==> config.mk <==
export PLATFORM = sky130hd
export DESIGN_NAME = instr_fetch_stage
export DESIGN_NICKNAME = d
export VERILOG_FILES = /design/src/rtl/mips_pkg.sv /design/src/rtl/fetch_skid_buf.sv /design/src/rtl/instr_fetch_stage.sv
export SDC_FILE = /design/constraint.sdc
export NUM_CORES = 1
export LEC_CHECK = 0
export BUFFER_PORTS_ARGS = -buffer_cell sky130_fd_sc_hd__buf_2
export CORE_ASPECT_RATIO = 0.9
export CORE_MARGIN = 2
export CORE_UTILIZATION = 54
export CTS_CLUSTER_SIZE = 10
export DETAILED_ROUTE_END_ITERATION = 16
export GPL_TIMING_DRIVEN = 0
export PLACE_DENSITY = 0.84
export SYNTH_ARGS = -nofsm -noshare
export SYNTH_HDL_FRONTEND = slang
export SYNTH_SLANG_ARGS = --single-unit
==> constraint.sdc <==
create_clock -name clk -period 2.6 [get_ports clk]
set_input_delay 0.39 -clock clk [delete_from_list [all_inputs] [get_ports clk]]
set_output_delay 0.39 -clock clk [all_outputs]
set_load 0.03 [all_outputs]
==> src/rtl/mips_pkg.sv <==
// Shared MIPS datapath definitions: redirect selects, fetch FSM encodings,
// reset PC default and the fetch entry carried through IF/ID and the skid.
package mips_pkg;

  localparam logic [1:0] SEL_NONE = 2'b00;
  localparam logic [1:0] SEL_BR   = 2'b01;
  localparam logic [1:0] SEL_J    = 2'b10;
  localparam logic [1:0] SEL_JR   = 2'b11;

  localparam logic [1:0] ST_START = 2'd0;
  localparam logic [1:0] ST_BUSY  = 2'd1;
  localparam logic [1:0] ST_IDLE  = 2'd2;
  localparam logic [1:0] ST_DRAIN = 2'd3;

  localparam logic [31:0] RESET_PC_DEFAULT = 32'h0000_0000;
  localparam logic [31:0] NOP_WORD         = 32'h0000_0000;

  typedef struct packed {
    logic [31:0] instr;
    logic [31:0] pc4;
  } fetch_entry_t;

  function automatic logic [31:0] redirect_target(
    input logic [1:0]  sel,
    input logic [31:0] br,
    input logic [31:0] jmp,
    input logic [31:0] jr
  );
    case (sel)
      SEL_J:   return jmp;
      SEL_JR:  return jr;
      default: return br;
    endcase
  endfunction

endpackage

==> src/rtl/fetch_skid_buf.sv <==
// One-entry buffer holding a fetched word (and its pc+4) that IF/ID could not
// accept because decode was stalled. Flush wins over load, load over drain.
module fetch_skid_buf
  import mips_pkg::*;
(
  input  logic         clk,
  input  logic         reset,
  input  logic         i_load,
  input  logic         i_drain,
  input  logic         i_flush,
  input  fetch_entry_t i_entry,
  output logic         o_valid,
  output fetch_entry_t o_entry
);

  logic         r_valid;
  fetch_entry_t r_entry;

  always_ff @(posedge clk) begin
    if (reset) begin
      r_valid <= 1'b0;
      r_entry <= '{instr: NOP_WORD, pc4: 32'h0};
    end else if (i_flush) begin
      r_valid <= 1'b0;
    end else if (i_load) begin
      r_valid <= 1'b1;
      r_entry <= i_entry;
    end else if (i_drain) begin
      r_valid <= 1'b0;
    end
  end

  assign o_valid = r_valid;
  assign o_entry = r_entry;

endmodule

==> src/rtl/instr_fetch_stage.sv <==
// MIPS IF stage: PC register, req/ready fetch FSM, IF/ID register with a
// one-entry skid for stalls, and branch/jump/jr redirects (no delay slot).
module instr_fetch_stage
  import mips_pkg::*;
#(
  parameter logic [31:0] RESET_PC = RESET_PC_DEFAULT
) (
  input  logic        clk,
  input  logic        reset,
  input  logic        stall,
  input  logic        redirect_valid,
  input  logic [1:0]  redirect_sel,
  input  logic [31:0] br_target,
  input  logic [31:0] jump_addr,
  input  logic [31:0] jr_target,
  output logic [3:0]  msb_pc4,
  output logic        imem_req,
  output logic [31:0] imem_addr,
  input  logic        imem_ready,
  input  logic [31:0] imem_rdata,
  output logic        if_id_valid,
  output logic [31:0] if_id_instr,
  output logic [31:0] if_id_pc4
);

  logic [1:0]   r_state;
  logic [1:0]   w_state_next;
  logic [31:0]  r_pc;
  logic [31:0]  r_drain_addr;
  logic         r_if_id_valid;
  fetch_entry_t r_if_id;

  logic [31:0]  w_pc_plus4;
  logic [31:0]  w_target;
  logic         w_xfer;
  logic         w_redirect;
  logic         w_live;
  logic         w_if_id_adv;
  logic         w_skid_load;
  logic         w_skid_drain;
  logic         w_skid_valid;
  fetch_entry_t w_skid_entry;
  fetch_entry_t w_live_entry;

  // DRAIN keeps presenting the pre-redirect address until memory answers.
  assign imem_req   = (r_state == ST_BUSY) || (r_state == ST_DRAIN);
  assign imem_addr  = (r_state == ST_DRAIN) ? r_drain_addr : r_pc;
  assign w_xfer     = imem_req && imem_ready;
  assign w_redirect = redirect_valid && (redirect_sel != SEL_NONE);
  assign w_live     = w_xfer && (r_state == ST_BUSY) && !w_redirect;

  assign w_pc_plus4   = r_pc + 32'd4;
  assign w_target     = redirect_target(redirect_sel, br_target, jump_addr, jr_target);
  assign w_live_entry = '{instr: imem_rdata, pc4: w_pc_plus4};

  // The skid is only ever filled in BUSY, where it is known to be empty.
  assign w_if_id_adv  = !stall || !r_if_id_valid;
  assign w_skid_load  = w_live && !w_if_id_adv;
  assign w_skid_drain = w_skid_valid && w_if_id_adv && !w_redirect;

  fetch_skid_buf u_skid (
    .clk     (clk),
    .reset   (reset),
    .i_load  (w_skid_load),
    .i_drain (w_skid_drain),
    .i_flush (w_redirect),
    .i_entry (w_live_entry),
    .o_valid (w_skid_valid),
    .o_entry (w_skid_entry)
  );

  always_comb begin
    w_state_next = r_state;
    if (w_redirect) begin
      w_state_next = (imem_req && !imem_ready) ? ST_DRAIN : ST_BUSY;
    end else begin
      case (r_state)
        ST_START: w_state_next = ST_BUSY;
        ST_BUSY:  if (w_skid_load) w_state_next = ST_IDLE;
        ST_IDLE:  if (w_skid_drain) w_state_next = ST_BUSY;
        ST_DRAIN: if (imem_ready) w_state_next = ST_BUSY;
        default:  w_state_next = ST_START;
      endcase
    end
  end

  always_ff @(posedge clk) begin
    if (reset) begin
      r_state       <= ST_START;
      r_pc          <= RESET_PC;
      r_drain_addr  <= RESET_PC;
      r_if_id_valid <= 1'b0;
      r_if_id       <= '{instr: NOP_WORD, pc4: 32'h0};
    end else begin
      r_state <= w_state_next;

      if (w_redirect) begin
        r_pc <= w_target;
      end else if (w_live) begin
        r_pc <= w_pc_plus4;
      end

      if (w_redirect && (r_state == ST_BUSY)) begin
        r_drain_addr <= r_pc;
      end

      // Redirect beats stall; otherwise the skid is always older than the live word.
      if (w_redirect) begin
        r_if_id_valid <= 1'b0;
      end else if (w_if_id_adv) begin
        if (w_skid_valid) begin
          r_if_id_valid <= 1'b1;
          r_if_id       <= w_skid_entry;
        end else if (w_live) begin
          r_if_id_valid <= 1'b1;
          r_if_id       <= w_live_entry;
        end else begin
          r_if_id_valid <= 1'b0;
        end
      end
    end
  end

  assign if_id_valid = r_if_id_valid;
  assign if_id_instr = r_if_id.instr;
  assign if_id_pc4   = r_if_id.pc4;
  assign msb_pc4     = r_if_id.pc4[31:28];

endmodule

==> results of run 1 <==
[area by class of cell]
type                    count  area (um2)  share of cell area, %
plain buffers             109         503                   4.37
repair buffers            234        1170                   10.2
diodes                      1        2.50                 0.0217
clock inverters             4        23.8                  0.206
clock buffers              26         499                   4.34
multi-input cells         795        5070                   44.0
well taps                 240         300                   2.61
inverters                   6        22.5                  0.196
flip-flops and latches    196        3920                   34.1
[cells in the final DEF, fill, tap and decap left out, drive strengths merged, types with 6 or more instances in the layout]
cell	count
mux2i	38
nand2	189
inv	6
nor2	98
o211ai	13
mux2	63
o22ai	28
nor4	7
xor2	42
nand3	18
dfxtp	196
a21oi	89
a211oi	61
a22o	7
nand2b	7
buf	291
nor3	16
clkbuf	78
a22oi	35
o21ai	15
nand4	17
xnor2	12
[metrics by stage]
step / power (mW) / instance area (um2) / hold slack [ns]
CTS: 6.70 / 11500 / 0.195
global placement: 4.32 / 11000 / 0.436
detailed placement: 4.35 / 11000 / 0.442
floorplan: 3.96 / 9510 / 0.431
global route: 6.92 / 11500 / 0.204
finish: 6.72 / 11500 / 0.200
[cells by family (layout without fill, tap and decap cells)]
kind of cell / Yosys count / in the layout / share of synthesized area [%]
mux: 101 / 101 / 11.5
xor+xnor: 54 / 54 / 4.97
simple gates: 373 / 373 / 18.2
other cells: 0 / 1 / 0
fa+ha+maj: 1 / 1 / 0.132
flops: 196 / 196 / 41.3
buf+inv: 115 / 379 / 5.49
compound gates: 266 / 266 / 18.5
[flip-flops by register name, summed over array words and instances (netlist names)]
name / flops
u_skid.o_entry: 64
if_id_instr: 32
if_id_pc4: 32
r_drain_addr: 32
r_pc: 32
r_state: 2
if_id_valid: 1
u_skid.o_valid: 1
[tightest hold or removal path: stages]
cell and delay (ns):
buf_2 0.10, nand2_1 0.05, a21oi_1 0.05
[per-layer routing]
layer	wire length (um)	GRT usage [%]
met5	0	0
met1	11900	41.7
met4	1270	14.3
met3	2660	6.46
met2	13600	49.6
[where the power goes]
| group | leakage, nW | total [mW] | internal, mW | switching (mW) |
|---|---|---|---|---|
| sequential | 1.59 | 3.18 | 3.11 | 0.0737 |
| combinational | 2.71 | 1.13 | 0.402 | 0.726 |
| clock | 0.260 | 2.41 | 1.31 | 1.10 |
| total | 4.56 | 6.72 | 4.82 | 1.90 |
[worst paths after layout]
path,to,start
max,r_pc[20],r_pc[3]
min reg2reg,if_id_pc4[10],if_id_pc4[10]
max reg2reg,r_pc[20],r_pc[3]
min,u_skid.o_entry[51],imem_rdata[19]
==> reports/results.tsv, run 1 <==
stage	metric	value	unit
detailed_routing	wire_per_inst	18.3	um
critical_path	rr_worst_depth	6	
floorplan	ios	237	
floorplan	coreArea	0.0174	mm2
min_path	min_path_cells	3	
placement	post-place-ws	0.209	ns
critical_path	slowest_stage	nor4_1	
clock_network	cts_max_path_buffers	2	
layout	layout.nets	1495	
synthesis	async_reset_ff_share	0	%
synthesis	synth_area_leaders	dfxtp_1, mux2_2, nand2_1	
layout	num-fill-cells	1406	
timing	rsz0062_at_grt	no	
timing	skew	0.00778	ns
floorplan	die_h	130	um
critical_path	critPathLaunchType	flop	
synthesis	ys_seq_elements	196	
timing	fin_crit_sh	97.0	%
timing	tns	0	ns
critical_path	cp_slowest_stage_delay	0.85	ns
critical_path	cp-end-kind	flop	
clock_network	clock-root-buffer	clkbuf_16	
clock_network	cts.sinks	196	
power	max-vdd-ir-drop	536	uV
clock_network	cts_resized	0	
synthesis	synth_fp_nets	1242	
synthesis	synth_most_common_cell	dfxtp_1	
floorplan	die_area	0.0187	mm2
layout	drive_gt1_share	29.1	%
timing	max_freq	396	MHz
detailed_routing	vias	9409	
clock_network	clock_latency	0.44	ns
synthesis	yosysTopAreaCellShare	41.3	%
global_route	grt_usage	31.4	%
floorplan	num_rows	46	
synthesis	ys_types	60	
critical_path	crit_type	reg2reg	
floorplan	die_w	144	um
detailed_routing	drt_wl_total	29.4	mm
critical_path	cp.required	2.91	ns
timing	slew_headroom	36.3	%
critical_path	reg2reg_slack	0.08	ns
layout	postLayoutCoreUtil	66.0	%
global_route	grt-ovfl-total	0	
critical_path	cp_num_cells	6	
clock_network	cts_tree	built	
job	maxCapViolations	0	
clock_network	h-tree-depth	4	
power	leakagePower	4.56	nW
critical_path	path_cells	ha_1 -> nand3_4 -> nor4_1 -> nand4_1 -> xor2_1 -> o22ai_1	
clock_network	clk_pin_slew	0.07	ns
layout	fin_cells	1611	
timing	slew_violations	0	
synthesis	ys.flop_type	dfxtp_1	
placement	dp.cells	1580	
power	p_per_area	584	mW/mm2
synthesis	ys_seq_area_share	41.3	%
layout	syn_to_final_growth	21.0	%
placement	io_buffers	234	
placement	hpwl	21.6	mm
detailed_routing	drtAntennaViolNets	0	
synthesis	synth_area	0.00951	mm2
detailed_routing	drt-initial-drc-count	918	
detailed_routing	drcViolationCount	0	
synthesis	synthTopCellsByCount	dfxtp_1, nand2_1, nor2_1, a21oi_1, mux2_2	
critical_path	crit_family	simple AND/OR/NAND/NOR gates	
synthesis	avgSynthCellArea	8.60	um2
synthesis	synth.largest_area_cell	dfxtp_1	
timing	fin_crit	2.52	ns
floorplan	initial_core_util	54.5	%
min_path	min_path_type	in2reg	
critical_path	critPathArrivalTime	2.83	ns
clock_network	cts_setup_buffers	0	
global_route	grt_antenna_before_repair	1	
status	status	finished clean	
global_route	grt_pass1_vias	8834	
detailed_routing	viasPerCell	5.84	
clock_network	cts_buffers	17	
timing	worst_slew_pin_slew	0.946	ns
global_route	grt_max_degree	17	
detailed_routing	dr.pass1.iters	6	
global_route	grt_pass1_wl	46.0	mm
critical_path	critical_path_buf_inv_count	0	
critical_path	path_max_fanout	9	
synthesis	syn_inst	1106	
placement	gp_congestion	0.984	
synthesis	synth-edff-count	0	
synthesis	yosys_warnings	0	
timing	hold_violations	0	
timing	setup_viol	0	
clock_network	postCtsHoldBufs	0	
timing	postLayoutSetupSlackWorst	0.0769	ns
No activity file was read; power rests on OpenSTA's default activity.
==> inputs of run 2 (changes only) <==
GPL_TIMING_DRIVEN = not set   (was 0)
==> run 2 against run 1 <==
Sequential share of layout area rose by 0.34 points. Final area down 0.95%. Worst setup slack better by 0.26 ns. Combinational power decreased by 8%. Routed wire length is 11% lower. Clock skew up 0.0023 ns. Flip-flop and latch count unchanged. First-iteration DRC count shrank 4.7%. Die area unchanged. Fmax up 11%. Count of clock-buffer cells in the layout shrank 2. Global-route usage is 3.5 points lower. Largest cell class unchanged.
==> reports/results.tsv, run 2 (synthesized netlist as in run 1, its figures left out) <==
stage	metric	value	unit
layout	postLayoutCoreUtil	65.4	%
detailed_routing	drtAntennaViolNets	0	
timing	max_freq	441	MHz
placement	io_buffers	236	
detailed_routing	drt_wl_total	26.3	mm
global_route	grt_pass1_wl	42.0	mm
clock_network	clk_pin_slew	0.07	ns
timing	rsz0062_at_grt	no	
clock_network	cts_tree	built	
layout	drive_gt1_share	30.0	%
timing	worst_slew_pin_slew	0.636	ns
global_route	grt_antenna_before_repair	1	
job	maxCapViolations	0	
power	leakagePower	4.47	nW
critical_path	timing.rr.end	r_pc[28]	
timing	hold_violations	0	
critical_path	crit_type	reg2out	
power	comb_power_share	15.1	%
timing	tns	0	ns
min_path	min_to	u_skid.o_entry[55]	
layout	largest_reg_flops	64	
layout	design_area	0.0114	mm2
floorplan	die_area	0.0187	mm2
placement	post-place-ws	0.451	ns
critical_path	cp-end-kind	output port	
detailed_routing	drt-initial-drc-count	875	
detailed_routing	wire_per_inst	17.1	um
status	status	finished clean	
critical_path	rr_worst_depth	6	
timing	slew_headroom	57.3	%
floorplan	die_w	144	um
clock_network	cts_max_path_buffers	2	
timing	postLayoutSetupSlackWorst	0.333	ns
global_route	grt-ovfl-total	0	
floorplan	coreArea	0.0174	mm2
critical_path	critPathArrivalTime	1.88	ns
min_path	min_path_type	in2reg	
layout	mostFrequentLayoutCells	buf_2, dfxtp_1, nand2_1	
power	max-vdd-ir-drop	465	uV
power	p_per_area	605	mW/mm2
power	seq_power_share	46.7	%
timing	skew	0.0100	ns
timing	slew_violations	0	
power	p_int	5.00	mW
detailed_routing	drcViolationCount	0	
power	power_switching	1.90	mW
clock_network	postCtsHoldBufs	0	
clock_network	cts_setup_buffers	0	
critical_path	cp.required	2.21	ns
min_path	hold_start	imem_rdata[23]	
clock_network	clock-root-buffer	clkbuf_16	
clock_network	h-tree-depth	4	
critical_path	path_max_fanout	32	
global_route	grt_pass1_vias	8405	
global_route	grt_max_degree	103	
min_path	min_path_cells	3	
critical_path	critPathLaunchType	flop	
layout	syn_to_final_growth	19.9	%
timing	fin_crit_sh	87.2	%
timing	fin_crit	2.27	ns
critical_path	reg2reg_slack	0.40	ns
clock_network	cts.sinks	196	
layout	num-fill-cells	1449	
layout	fin_cells	1540	
clock_network	cts_resized	0	
power	clock_power_share	38.2	%
placement	gp_congestion	0.963	
global_route	grt_usage	28.0	%
placement	hpwl	18.3	mm
clock_network	cts_buffers	17	
detailed_routing	viasPerCell	5.71	
floorplan	num_rows	46	
placement	placed_area	0.0108	mm2
clock_network	clock_latency	0.43	ns
detailed_routing	dr.pass1.iters	5	
power	swShare	27.5	%
floorplan	ios	237	
floorplan	die_h	130	um
floorplan	initial_core_util	54.5	%
layout	mostFrequentLayoutCell	buf_2	
layout	layout.nets	1422	
placement	dp.cells	1507	
critical_path	rr_startpoint	r_pc[3]	
timing	setup_viol	0	
detailed_routing	vias	8801	
[run 2: cell type report]
class,count,area [um2],area share (%)
diodes,1,2.50,0.0219
clock buffers,24,482,4.22
clock inverters,8,98.8,0.867
inverters,6,22.5,0.197
multi-input cells,795,5080,44.6
flip-flops and latches,196,3930,34.4
well taps,240,300,2.63
repair buffers,270,1490,13.1
[run 2: power groups by stage]
stage	clock network, mW	logic [mW]	registers (mW)
after floorplan	0	0.620	3.34
after global placement	0	1.01	3.28
after detailed placement	0	1.03	3.28
after CTS	2.65	1.04	3.21
after global routing	2.77	1.12	3.23
final	2.64	1.04	3.22
[run 2: worst max-delay path, cell delays in order (launching register included)]
cell     delay [ns]
dfxtp_1        0.36
nand2_1        0.09
buf_4          0.38
mux2_2         0.39
buf_2          0.18
[run 2: metrics by stage]
step	hold WS (ns)	power (mW)
4_1_cts	0.198	6.90
2_1_floorplan	0.431	3.96
3_3_place_gp	0.437	4.29
6_report	0.208	6.89
3_5_place_dp	0.441	4.31
5_1_grt	0.210	7.12
[run 2: worst max-delay path by stage]
| stage | start | end | slack (ns) | depth (start not counted) |
|---|---|---|---|---|
| 3_3_place_gp | imem_ready | if_id_pc4[16] | 0.54 | 7 |
| 3_5_place_dp | r_pc[3] | r_pc[28] | 0.45 | 6 |
| 2_1_floorplan | r_pc[3] | r_pc[28] | 0.66 | 6 |
| 5_1_grt | r_state[0] | imem_addr[31] | 0.25 | 4 |
| 6_report | r_state[0] | imem_addr[31] | 0.33 | 4 |
| 4_1_cts | r_state[0] | imem_addr[11] | 0.35 | 4 |
[run 2: per-layer routing]
metal | track usage (%) | routed length, um
met5 | 0 | 0
met4 | 8.82 | 532
met3 | 5.69 | 1650
met2 | 46.3 | 12800
met1 | 37.0 | 11400
==> inputs of run 3 (changes only) <==
clock period = 2.3 ns   (was 2.6 ns; I/O delays follow)
==> run 3 against run 2 <==
Final cell count up 0.78%. Routed wire length down 0.82%. Clock power up 13%. Critical path depth up 2. Sequential share of layout area down 0.46 points. Flip-flop and latch count unchanged. Worst hold slack worse by 0.042 ns. Non-clock buffer count up 14. Sequential power up 13%. Critical endpoint is now if_id_pc4[16].
==> reports/results.tsv, run 3 (synthesized netlist as in run 1, its figures left out) <==
stage	metric	value	unit
power	leakagePower	4.55	nW
floorplan	num_rows	46	
timing	fin_crit_sh	94.1	%
floorplan	die_w	144	um
layout	mostFrequentLayoutCell	buf_2	
timing	rsz0062_at_grt	no	
timing	hold_violations	0	
placement	placed_area	0.0110	mm2
power	swShare	27.7	%
timing	fin_crit	2.17	ns
critical_path	path_max_fanout	9	
placement	io_buffers	236	
global_route	grt_use_met1	36.7	%
min_path	hold_start	imem_rdata[13]	
global_route	grt_pass1_wl	41.4	mm
clock_network	postCtsHoldBufs	0	
global_route	grt-ovfl-total	0	
power	clock_power_share	38.1	%
clock_network	cts_tree	built	
timing	slew_headroom	17.4	%
critical_path	path_cells	ha_1 -> nand3_4 -> nor3_1 -> nand4_1 -> xor2_1 -> a221oi_1	
clock_network	cts_setup_buffers	0	
placement	gp_congestion	0.957	
detailed_routing	drcViolationCount	0	
layout	drive_gt1_share	30.9	%
layout	seq_area	0.00393	mm2
global_route	grt_usage	27.5	%
clock_network	clock_latency	0.42	ns
floorplan	initial_core_util	54.5	%
timing	slew_violations	0	
clock_network	clk_pin_slew	0.07	ns
critical_path	crit_family	simple AND/OR/NAND/NOR gates	
min_path	min_path_type	in2reg	
timing	postLayoutSetupSlackWorst	0.135	ns
floorplan	ios	237	
min_path	min_path_cells	3	
global_route	grt-busiest-layer	met2	
layout	num-fill-cells	1443	
critical_path	rr_worst_depth	6	
detailed_routing	wire_per_inst	16.8	um
layout	design_area	0.0116	mm2
timing	setup_viol	0	
timing	worst_slew_pin_slew	1.23	ns
critical_path	rr_startpoint	r_pc[2]	
global_route	use_met3	6.42	%
job	maxCapViolations	0	
power	seq_power_share	46.6	%
clock_network	cts_resized	0	
critical_path	slowest_stage	dfxtp_1	
critical_path	crit_type	reg2reg	
global_route	grt_max_degree	50	
detailed_routing	viasPerCell	5.73	
power	comb_power_share	15.3	%
layout	mostFrequentLayoutCells	buf_2, dfxtp_1, nand2_1	
floorplan	die_area	0.0187	mm2
power	p_per_area	675	mW/mm2
critical_path	cp-end-kind	flop	
detailed_routing	vias	8892	
layout	layout.nets	1436	
critical_path	critPathLaunchType	flop	
power	power	7.81	mW
status	status	finished clean	
detailed_routing	dr.pass1.iters	5	
power	p_int	5.64	mW
critical_path	critical_path_buf_inv_count	0	
clock_network	cts_buffers	17	
critical_path	cp.required	2.62	ns
layout	antennaDiodeCount	0	
critical_path	cp_num_cells	6	
clock_network	cts.sinks	196	
placement	dp.cells	1521	
detailed_routing	drt_wl_total	26.1	mm
timing	tns	0	ns
clock_network	clock-root-buffer	clkbuf_16	
placement	hpwl	18.9	mm
floorplan	coreArea	0.0174	mm2
global_route	grt_pass1_vias	8197	
critical_path	critPathArrivalTime	2.49	ns
timing	skew	0.00858	ns
critical_path	cp_slowest_stage_delay	0.48	ns
clock_network	cts_max_path_buffers	2	
power	power_switching	2.17	mW
detailed_routing	drt-initial-drc-count	741	
floorplan	die_h	130	um
global_route	grt_antenna_before_repair	0	
timing	max_freq	462	MHz
placement	post-place-ws	0.197	ns
clock_network	h-tree-depth	4	
layout	multi_input_area	0.00508	mm2
detailed_routing	drtAntennaViolNets	0	
layout	largest_reg_flops	64	
layout	syn_to_final_growth	21.5	%
timing	holdWs	0.165	ns
critical_path	crit_path_start	r_pc[2]	
layout	fin_cells	1552	
global_route	met2_usage	45.0	%
power	max-vdd-ir-drop	599	uV
layout	postLayoutCoreUtil	66.3	%
-- run 3: cell count changes in the layout (fill, tap and decap cells not counted), sizes merged --
cell,change
inv,+2
clkbuf,-4
buf,+14
clkinvlp,+3
clkinv,-2
diode,-1
-- run 3: cell type report --
class                   count  area share [%]
clock inverters            11            1.09
well taps                 240            2.60
repair buffers            284            14.2
flip-flops and latches    196            34.0
multi-input cells         795            44.0
inverters                   6           0.195
clock buffers              20            3.95
-- run 3: power by group through the flow --
stage                     Sequential (mW)  Combinational, mW  Clock, mW
after global placement               3.71               1.17          0
final                                3.64               1.20       2.97
after detailed placement             3.71               1.19          0
after floorplan                      3.78              0.701          0
after CTS                            3.63               1.19       3.00
after global routing                 3.65               1.29       3.16
-- run 3: final timing paths --
kind | endpoint | slack, ns
worst min register to register | if_id_pc4[12] | 0.45
worst min-delay path | u_skid.o_entry[45] | 0.17
worst max register to register | if_id_pc4[16] | 0.13
worst max-delay path | if_id_pc4[16] | 0.13
-- run 3: tightest hold or removal path, cell delays in order --
cell,delay (ns)
buf_2,0.10
nand2_1,0.05
a21oi_1,0.05
-- run 3: metal layers --
layer / vias to the layer above / part of all wire (%)
met5: - / 0
met3: 40 / 6.9
met2: 336 / 48
met4: 0 / 2.3
met1: 4233 / 43
li1: 4283 / -
